**config.mk**
```make
export PLATFORM = sky130hd
export DESIGN_NAME = gf2m_mul_arbiter
export DESIGN_NICKNAME = d
export VERILOG_FILES = /design/src/rtl/gf2m_mul_arbiter.sv
export SDC_FILE = /design/constraint.sdc
export NUM_CORES = 1
export LEC_CHECK = 0
export BUFFER_PORTS_ARGS = -buffer_cell sky130_fd_sc_hd__buf_2
export CAP_MARGIN = 10
export CELL_PAD_IN_SITES_DETAIL_PLACEMENT = 0
export CELL_PAD_IN_SITES_GLOBAL_PLACEMENT = 2
export CORE_AREA = 10 10 256 258
export CTS_CLUSTER_DIAMETER = 120
export DETAILED_ROUTE_END_ITERATION = 8
export DIE_AREA = 0 0 266 268
export GPL_ROUTABILITY_DRIVEN = 1
export PLACE_DENSITY = 0.74
export SYNTH_ARGS = -nofsm -noshare
export SYNTH_HDL_FRONTEND = slang
export SYNTH_SLANG_ARGS = --single-unit
```
**constraint.sdc**
```tcl
create_clock -name clk -period 3.1 [get_ports clk]
set_input_delay 0.155 -clock clk [delete_from_list [all_inputs] [get_ports clk]]
set_output_delay 0.155 -clock clk [all_outputs]
set_load 0.01 [all_outputs]
```
**src/rtl/gf2m_mul_arbiter.sv**
```systemverilog
// Two-requester round-robin front end for a shared GF(2^m) multiplier.
// A winner is latched in IDLE. ISSUE fires a one-cycle start pulse. WAIT
// waits for the multiplier or gives up after TIMEOUT cycles. RESP returns
// the product with a one-cycle ack to the winner. All outputs are registered.
module gf2m_mul_arbiter #(
    parameter int unsigned WIDTH   = 83,
    parameter int unsigned TIMEOUT = 32
) (
    input  logic             clk,
    input  logic             rst_b,
    input  logic             req0,
    input  logic             req1,
    input  logic [WIDTH-1:0] a0,
    input  logic [WIDTH-1:0] b0,
    input  logic [WIDTH-1:0] a1,
    input  logic [WIDTH-1:0] b1,
    output logic [1:0]       gnt,
    output logic             ack0,
    output logic             ack1,
    output logic [WIDTH-1:0] res,
    output logic             err,
    output logic             busy,
    output logic             mul_start,
    output logic [WIDTH-1:0] mul_op_a,
    output logic [WIDTH-1:0] mul_op_b,
    input  logic             mul_done,
    input  logic [WIDTH-1:0] mul_op_c
);

    localparam int unsigned CW = (TIMEOUT > 2) ? $clog2(TIMEOUT) : 1;
    localparam logic [CW-1:0] CNT_LAST = CW'(TIMEOUT - 1);

    typedef enum logic [1:0] {
        IDLE,
        ISSUE,
        WAIT,
        RESP
    } state_t;

    state_t        state;
    logic [CW-1:0] cnt;
    logic          owner;  // requester currently being served
    logic          last;   // requester served most recently
    logic          pick;   // arbitration winner for the current cycle

    // Round-robin choice: a lone request wins outright; on a tie the
    // requester that was not served last goes first.
    always_comb begin
        pick = 1'b0;
        if (req0 && req1) begin
            pick = ~last;
        end else begin
            pick = req1;
        end
    end

    // Control FSM; every output is a register written only here.
    always_ff @(posedge clk or negedge rst_b) begin
        if (!rst_b) begin
            state     <= IDLE;
            cnt       <= '0;
            owner     <= 1'b0;
            last      <= 1'b1;
            gnt       <= '0;
            ack0      <= 1'b0;
            ack1      <= 1'b0;
            res       <= '0;
            err       <= 1'b0;
            busy      <= 1'b0;
            mul_start <= 1'b0;
            mul_op_a  <= '0;
            mul_op_b  <= '0;
        end else begin
            mul_start <= 1'b0;
            ack0      <= 1'b0;
            ack1      <= 1'b0;
            case (state)
                IDLE: begin
                    if (req0 || req1) begin
                        owner    <= pick;
                        gnt      <= pick ? 2'b10 : 2'b01;
                        mul_op_a <= pick ? a1 : a0;
                        mul_op_b <= pick ? b1 : b0;
                        busy     <= 1'b1;
                        state    <= ISSUE;
                    end
                end
                ISSUE: begin
                    mul_start <= 1'b1;
                    cnt       <= '0;
                    state     <= WAIT;
                end
                WAIT: begin
                    // ack and res are loaded here so that both are visible
                    // together for the single cycle spent in RESP.
                    if (mul_done) begin
                        res   <= mul_op_c;
                        err   <= 1'b0;
                        ack0  <= ~owner;
                        ack1  <= owner;
                        state <= RESP;
                    end else if (cnt == CNT_LAST) begin
                        res   <= '0;
                        err   <= 1'b1;
                        ack0  <= ~owner;
                        ack1  <= owner;
                        state <= RESP;
                    end else begin
                        cnt <= cnt + 1'b1;
                    end
                end
                RESP: begin
                    last  <= owner;
                    gnt   <= '0;
                    busy  <= 1'b0;
                    state <= IDLE;
                end
                default: begin
                    state <= IDLE;
                end
            endcase
        end
    end

endmodule

```
* After elaboration in Yosys (flattened, before gate mapping)
Index checks and enable logic that the tools add are counted.
** Storage, ports and cells
- Flip-flop bits (word level) :: 265
- Word-level logic and storage cells :: 61
** Operators by class
- Equal/unequal tests :: 8
- Bitwise operators :: 2
- Reduce and logical (&&, ||, !) cells :: 11
- Add/sub/neg operators :: 1
- Multiplexer cells :: 26
** Operators with widths (number)
- 83-bit two-way mux :: 4
- 1-bit two-way mux :: 11
- 2-bit two-way mux :: 5
- 5-bit two-way mux :: 2
- 5-bit one-hot mux with 2 select lines :: 1
- 2-bit one-hot mux with 4 select lines :: 1
- 2-bit AND reduction :: 4
- 2-bit != test, second input constant :: 3
- 2-bit nonzero test :: 3
- 5-bit by 1-bit adder with 5-bit output, second input constant :: 1
- 5-bit == test, second input constant :: 1
- 2-bit == test, second input constant :: 2
- 2-bit one-hot mux with 2 select lines :: 1
- 3-bit != test, second input constant :: 1
- 3-bit AND reduction :: 1
- 2-bit by 1-bit == test with 1-bit output, second input constant :: 1
- 2-bit logical NOT :: 1
- 1-bit inverter :: 2
- 1-bit one-hot mux with 2 select lines :: 1
- 1-bit logical AND :: 1
- 1-bit logical OR :: 1

* Depth between registers and ports, before layout
- Depth in word-level cells :: 5
- Mapped depth :: 8
- Gate-level depth less buffers :: 6

* Worst setup path before layout
No wires, ideal clock.
- Path kind :: register to register
- From :: reg cnt[0]
- To :: reg res[0]
- Setup time :: 0.066 ns
- Buffers on the path :: 2
- Cell stages (with the launch flop) :: 8
- Arrival :: 1.835 ns
- Data required time :: 3.034 ns
- Setup slack :: 1.198 ns
- Path through :: dfrtp_1 ha_1 and3_1 ha_1 o21ai_1 buf_2 buf_1 a22o_1
** On the way
- Word-level cells in the longest chain between the ends :: 3
** Ends and longest elaborated chain
- start: declaration :: line 41 : logic [CW-1:0] cnt;
- start signal: assignment :: line 109 : cnt <= cnt + 1'b1;
- 5-bit == test :: line 102 : end else if (cnt == CNT_LAST) begin
- 2-bit nonzero test (no source line)
- 2-bit AND reduction (no source line)
- end signal: assignment :: line 97 : res <= mul_op_c;
- end: declaration :: line 20 : output logic [WIDTH-1:0] res,
No other way between the ends.
A chain may end at the register's enable or synchronous reset.

* Worst setup path after layout
- From :: reg state[0]
- To :: reg mul_op_a[70]
** On the way
- Word-level cells in the longest chain between the ends :: 2
** Ends and longest elaborated chain
- start: declaration :: line 40 : state_t state;
- start signal: assignment :: line 60 : state <= IDLE;
- start signal: assignment :: line 85 : state <= ISSUE;
- start signal: assignment :: line 91 : state <= WAIT;
- 2-bit logical NOT :: line 77 : case (state)
- 2-bit AND reduction (no source line)
- end signal: assignment :: line 82 : mul_op_a <= pick ? a1 : a0;
- end: declaration :: line 24 : output logic [WIDTH-1:0] mul_op_a,
No other way between the ends.

==> metrics.txt <==
vias per inst 4.24; drt wl/cell 18.0 µm; Core ar. 60,100 µm²; Synth Area in Simple Gates 0.179; Die Y 268 µm; syn_area_per_cell 9.57 µm²; layout cells sized above 1 0.338; Final HPWL DP 38.7 mm; instance count on the critical path 8; Fmax 0.366 GHz; GRT Total Usage 0.146; Detail Route Antenna Nets 0; Clock Pin Slew Worst Setup and Hold Paths 0.06 ns; crit-path cells inv_1 > ha_1 > o21a_4 > buf_12 > buf_4 > nor2_1 > a31oi_1 > dlygate4sd3_1; Startpoint Class flip-flop; routability cong. 0.806; vias 12,800; Max IR drop VDD 0.475 mV; Worst Reg-to-Reg Cells 8; Layout fillers 6,221; CTS root buffer clkbuf_16; Seq/Total Area, Yosys 0.596; Hold Path Stages 3; multiplexer share of the synthesized area 0.00563; critical path buffer and inverter count 4; Static Leak 9.80 nW; PwrDens 945 nW/µm²; CTS tree built; WL final 54.3 mm; Setup Total Neg Slack 0 ns; RSZ-0062 raised after global routing false; slowest CP cell dlygate4sd3_1; top-area cell type share of the netlist area 0.594; Port Buffers 675; crit-path max cell delay 0.60 ns; Worst Hold Class primary input to flip-flop; run status completed; post-CTS resize count 0; area grow syn2layout 85.8%; GR Overflow Total 0; num rows 90; Slew Viols, Final 0; max capacitance violation total 0; DRC Markers 0; Arr. time, crit path 3.20 ns; DRT Pass-1 Iters 5; Num CTS Buffers 34; # IOs 676; vias in the first global route 14,100; synthesized net count 1,589; area taken by multi-input logic gates 4040 µm²; measured slew at the worst slew-check pin 0.775 ns; total chip power 19.5 mW; starting density of the core 0.185; CP max FO 41; hold_buf cts 417; count of state elements after synthesis 265; Clock Latency Late Sink 0.53 ns; Post-Synthesis Cells 1,162; Synth area leader dfrtp_1; post-synthesis cell type count 30; Worst Path Required 3.56 ns; full die area 71,300 µm²; Synth Area in Compound Gates 0.169; endpoints failing hold 0; CP Capture Type flip-flop; synthesized area 11,100 µm²; Post-Route Skew 0.0140 ns; post-layout minimum cycle time 2.73 ns; global-route wire length before repair 83.3 mm; # nets final 2,645; Post-Layout Cell Count 3,026; register area 6630 µm²; largest net degree at the start of global routing 130; final setup fails 0; CTS max path bufs 3; synth warn 0; Post-Synth Adder-Cell Area 0.00788; placed instance count 2,547; crit path kind flip-flop to flip-flop; largest family of logic cells by synthesized area simple AND/OR/NAND/NOR gates; Die Wd 266 µm; Period Utilization, post-route 0.882; CTS Sinks 265; initial antenna violation count 5; Slew HR 0.484; Synth Area in XOR/XNOR 0; top cells by area, synth dfrtp_1 (59%), nand2_1 (12%), a31oi_1 (9.4%), a22o_1 (6.5%), nor2_1 (5.8%); CP top delay family buffers and inverters; setup bufs post-CTS 0; Core Util, Final 0.344; initial detailed-routing violation count 745; CTS H-tree lvls 2
-- where the power goes --
| group | switching (mW) | total (mW) | internal [mW] | leakage [nW] |
|---|---|---|---|---|
| clock network | 1.62 | 4.06 | 2.44 | 0.542 |
| registers | 0.935 | 6.10 | 5.16 | 3.09 |
| logic | 4.54 | 9.38 | 4.84 | 6.18 |
-- sequential cells by signal, indices dropped and copies added (netlist names) --
| name | flops |
|---|---|
| mul_op_b | 83 |
| last | 1 |
| owner | 1 |
| gnt | 2 |
| mul_start | 1 |
| ack0 | 1 |
| cnt | 5 |
| res | 83 |
| state | 2 |
| err | 1 |
| ack1 | 1 |
| mul_op_a | 83 |
| busy | 1 |
-- worst min-delay path, delay by kind of cell --
family,cells,cell delay [ns]
AO/OA/AOI/OAI,2,0.23
buffers and inverters,1,0.17
-- layout make-up --
class	instances	share of cell area
multi-input cells	799	0.196
well taps	782	0.0474
diodes	3	0.000363
flip-flops and latches	265	0.321
repair buffers	1113	0.380
clock buffers	44	0.0444
inverters	5	0.000908
clock inverters	15	0.00993
-- path summary, 6_finish.rpt --
path	from	end	slack, ns
setup / recovery	state[0]$_DFFE_PN0P_	mul_op_a[70]$_DFFE_PN0P_	0.37
min in group asynchronous	rst_b	mul_op_a[10]$_DFFE_PN0P_	0.27
max in group asynchronous	rst_b	res[23]$_DFFE_PN0P_	1.98
setup reg to reg	state[0]$_DFFE_PN0P_	mul_op_a[70]$_DFFE_PN0P_	0.37
hold reg to reg	owner$_DFFE_PN0P_	ack0$_DFF_PN0_	0.46
hold / removal	req1	busy$_DFFE_PN0P_	0.06
-- layer usage --
| layer | share of wire | up-vias | track usage | wire [µm] |
|---|---|---|---|---|
| met5 | 0.00024 | - | 0 | 13 |
| met4 | 0.030 | 2 | 0.0510 | 1610 |
| met3 | 0.091 | 80 | 0.0540 | 4930 |
| met2 | 0.49 | 489 | 0.253 | 26900 |
| met1 | 0.38 | 6155 | 0.164 | 20900 |
| li1 | - | 6098 | - | - |
-- stage by stage --
step	area, µm²	setup WS (ns)	hold slack (ns)
6_report	20700	0.365	0.0625
2_1_floorplan	11100	1.20	-0.141
3_3_place_gp	15400	1.04	0.281
5_1_grt	20700	0.209	0.0810
4_1_cts	20700	0.440	0.0298
3_5_place_dp	15400	0.976	0.280
-- cell usage in the layout (no fill, tap or decap), types with 4 or more instances in the layout --
| cell | n |
|---|---|
| a22o_1 | 83 |
| a31oi_1 | 167 |
| buf_12 | 11 |
| buf_2 | 674 |
| buf_4 | 10 |
| bufinv_16 | 4 |
| clkbuf_1 | 7 |
| clkbuf_16 | 34 |
| clkinv_2 | 4 |
| dfrtp_1 | 264 |
| dlygate4sd3_1 | 417 |
| ha_1 | 7 |
| inv_1 | 5 |
| mux2i_1 | 4 |
| nand2_1 | 342 |
| nor2_1 | 171 |
| o21ai_0 | 6 |
-- synth_stat cells --
cell and n:
o21ai_1 1, inv_1 5, ha_1 7, buf_1 3, mux2_2 2, a31oi_1 167, nor4bb_1 1, o21ai_0 6
nor2_1 171, nand4b_1 1, a2bb2oi_1 1, nand4_1 1, clkbuf_1 26, a22o_1 83, nand2b_1 1, buf_2 55
a21boi_4 1, nand3_1 1, a21bo_2 1, mux2i_1 4, nand2_1 342, a21oi_1 2, o311ai_0 2, nor3b_2 1
and3_1 1, o21a_1 1, dfrtp_1 264, buf_4 9, dfstp_2 1, and2_1 1
-- cell families after synthesis --
kind of cell               count (synthesis)
AOI/OAI and AO/OA                        265
and+or+nand+nor                          521
adders and majority gates                  7
muxes                                      6
buffers and inverters                     98
DFF                                      265
(Power assumes the default switching activity.)
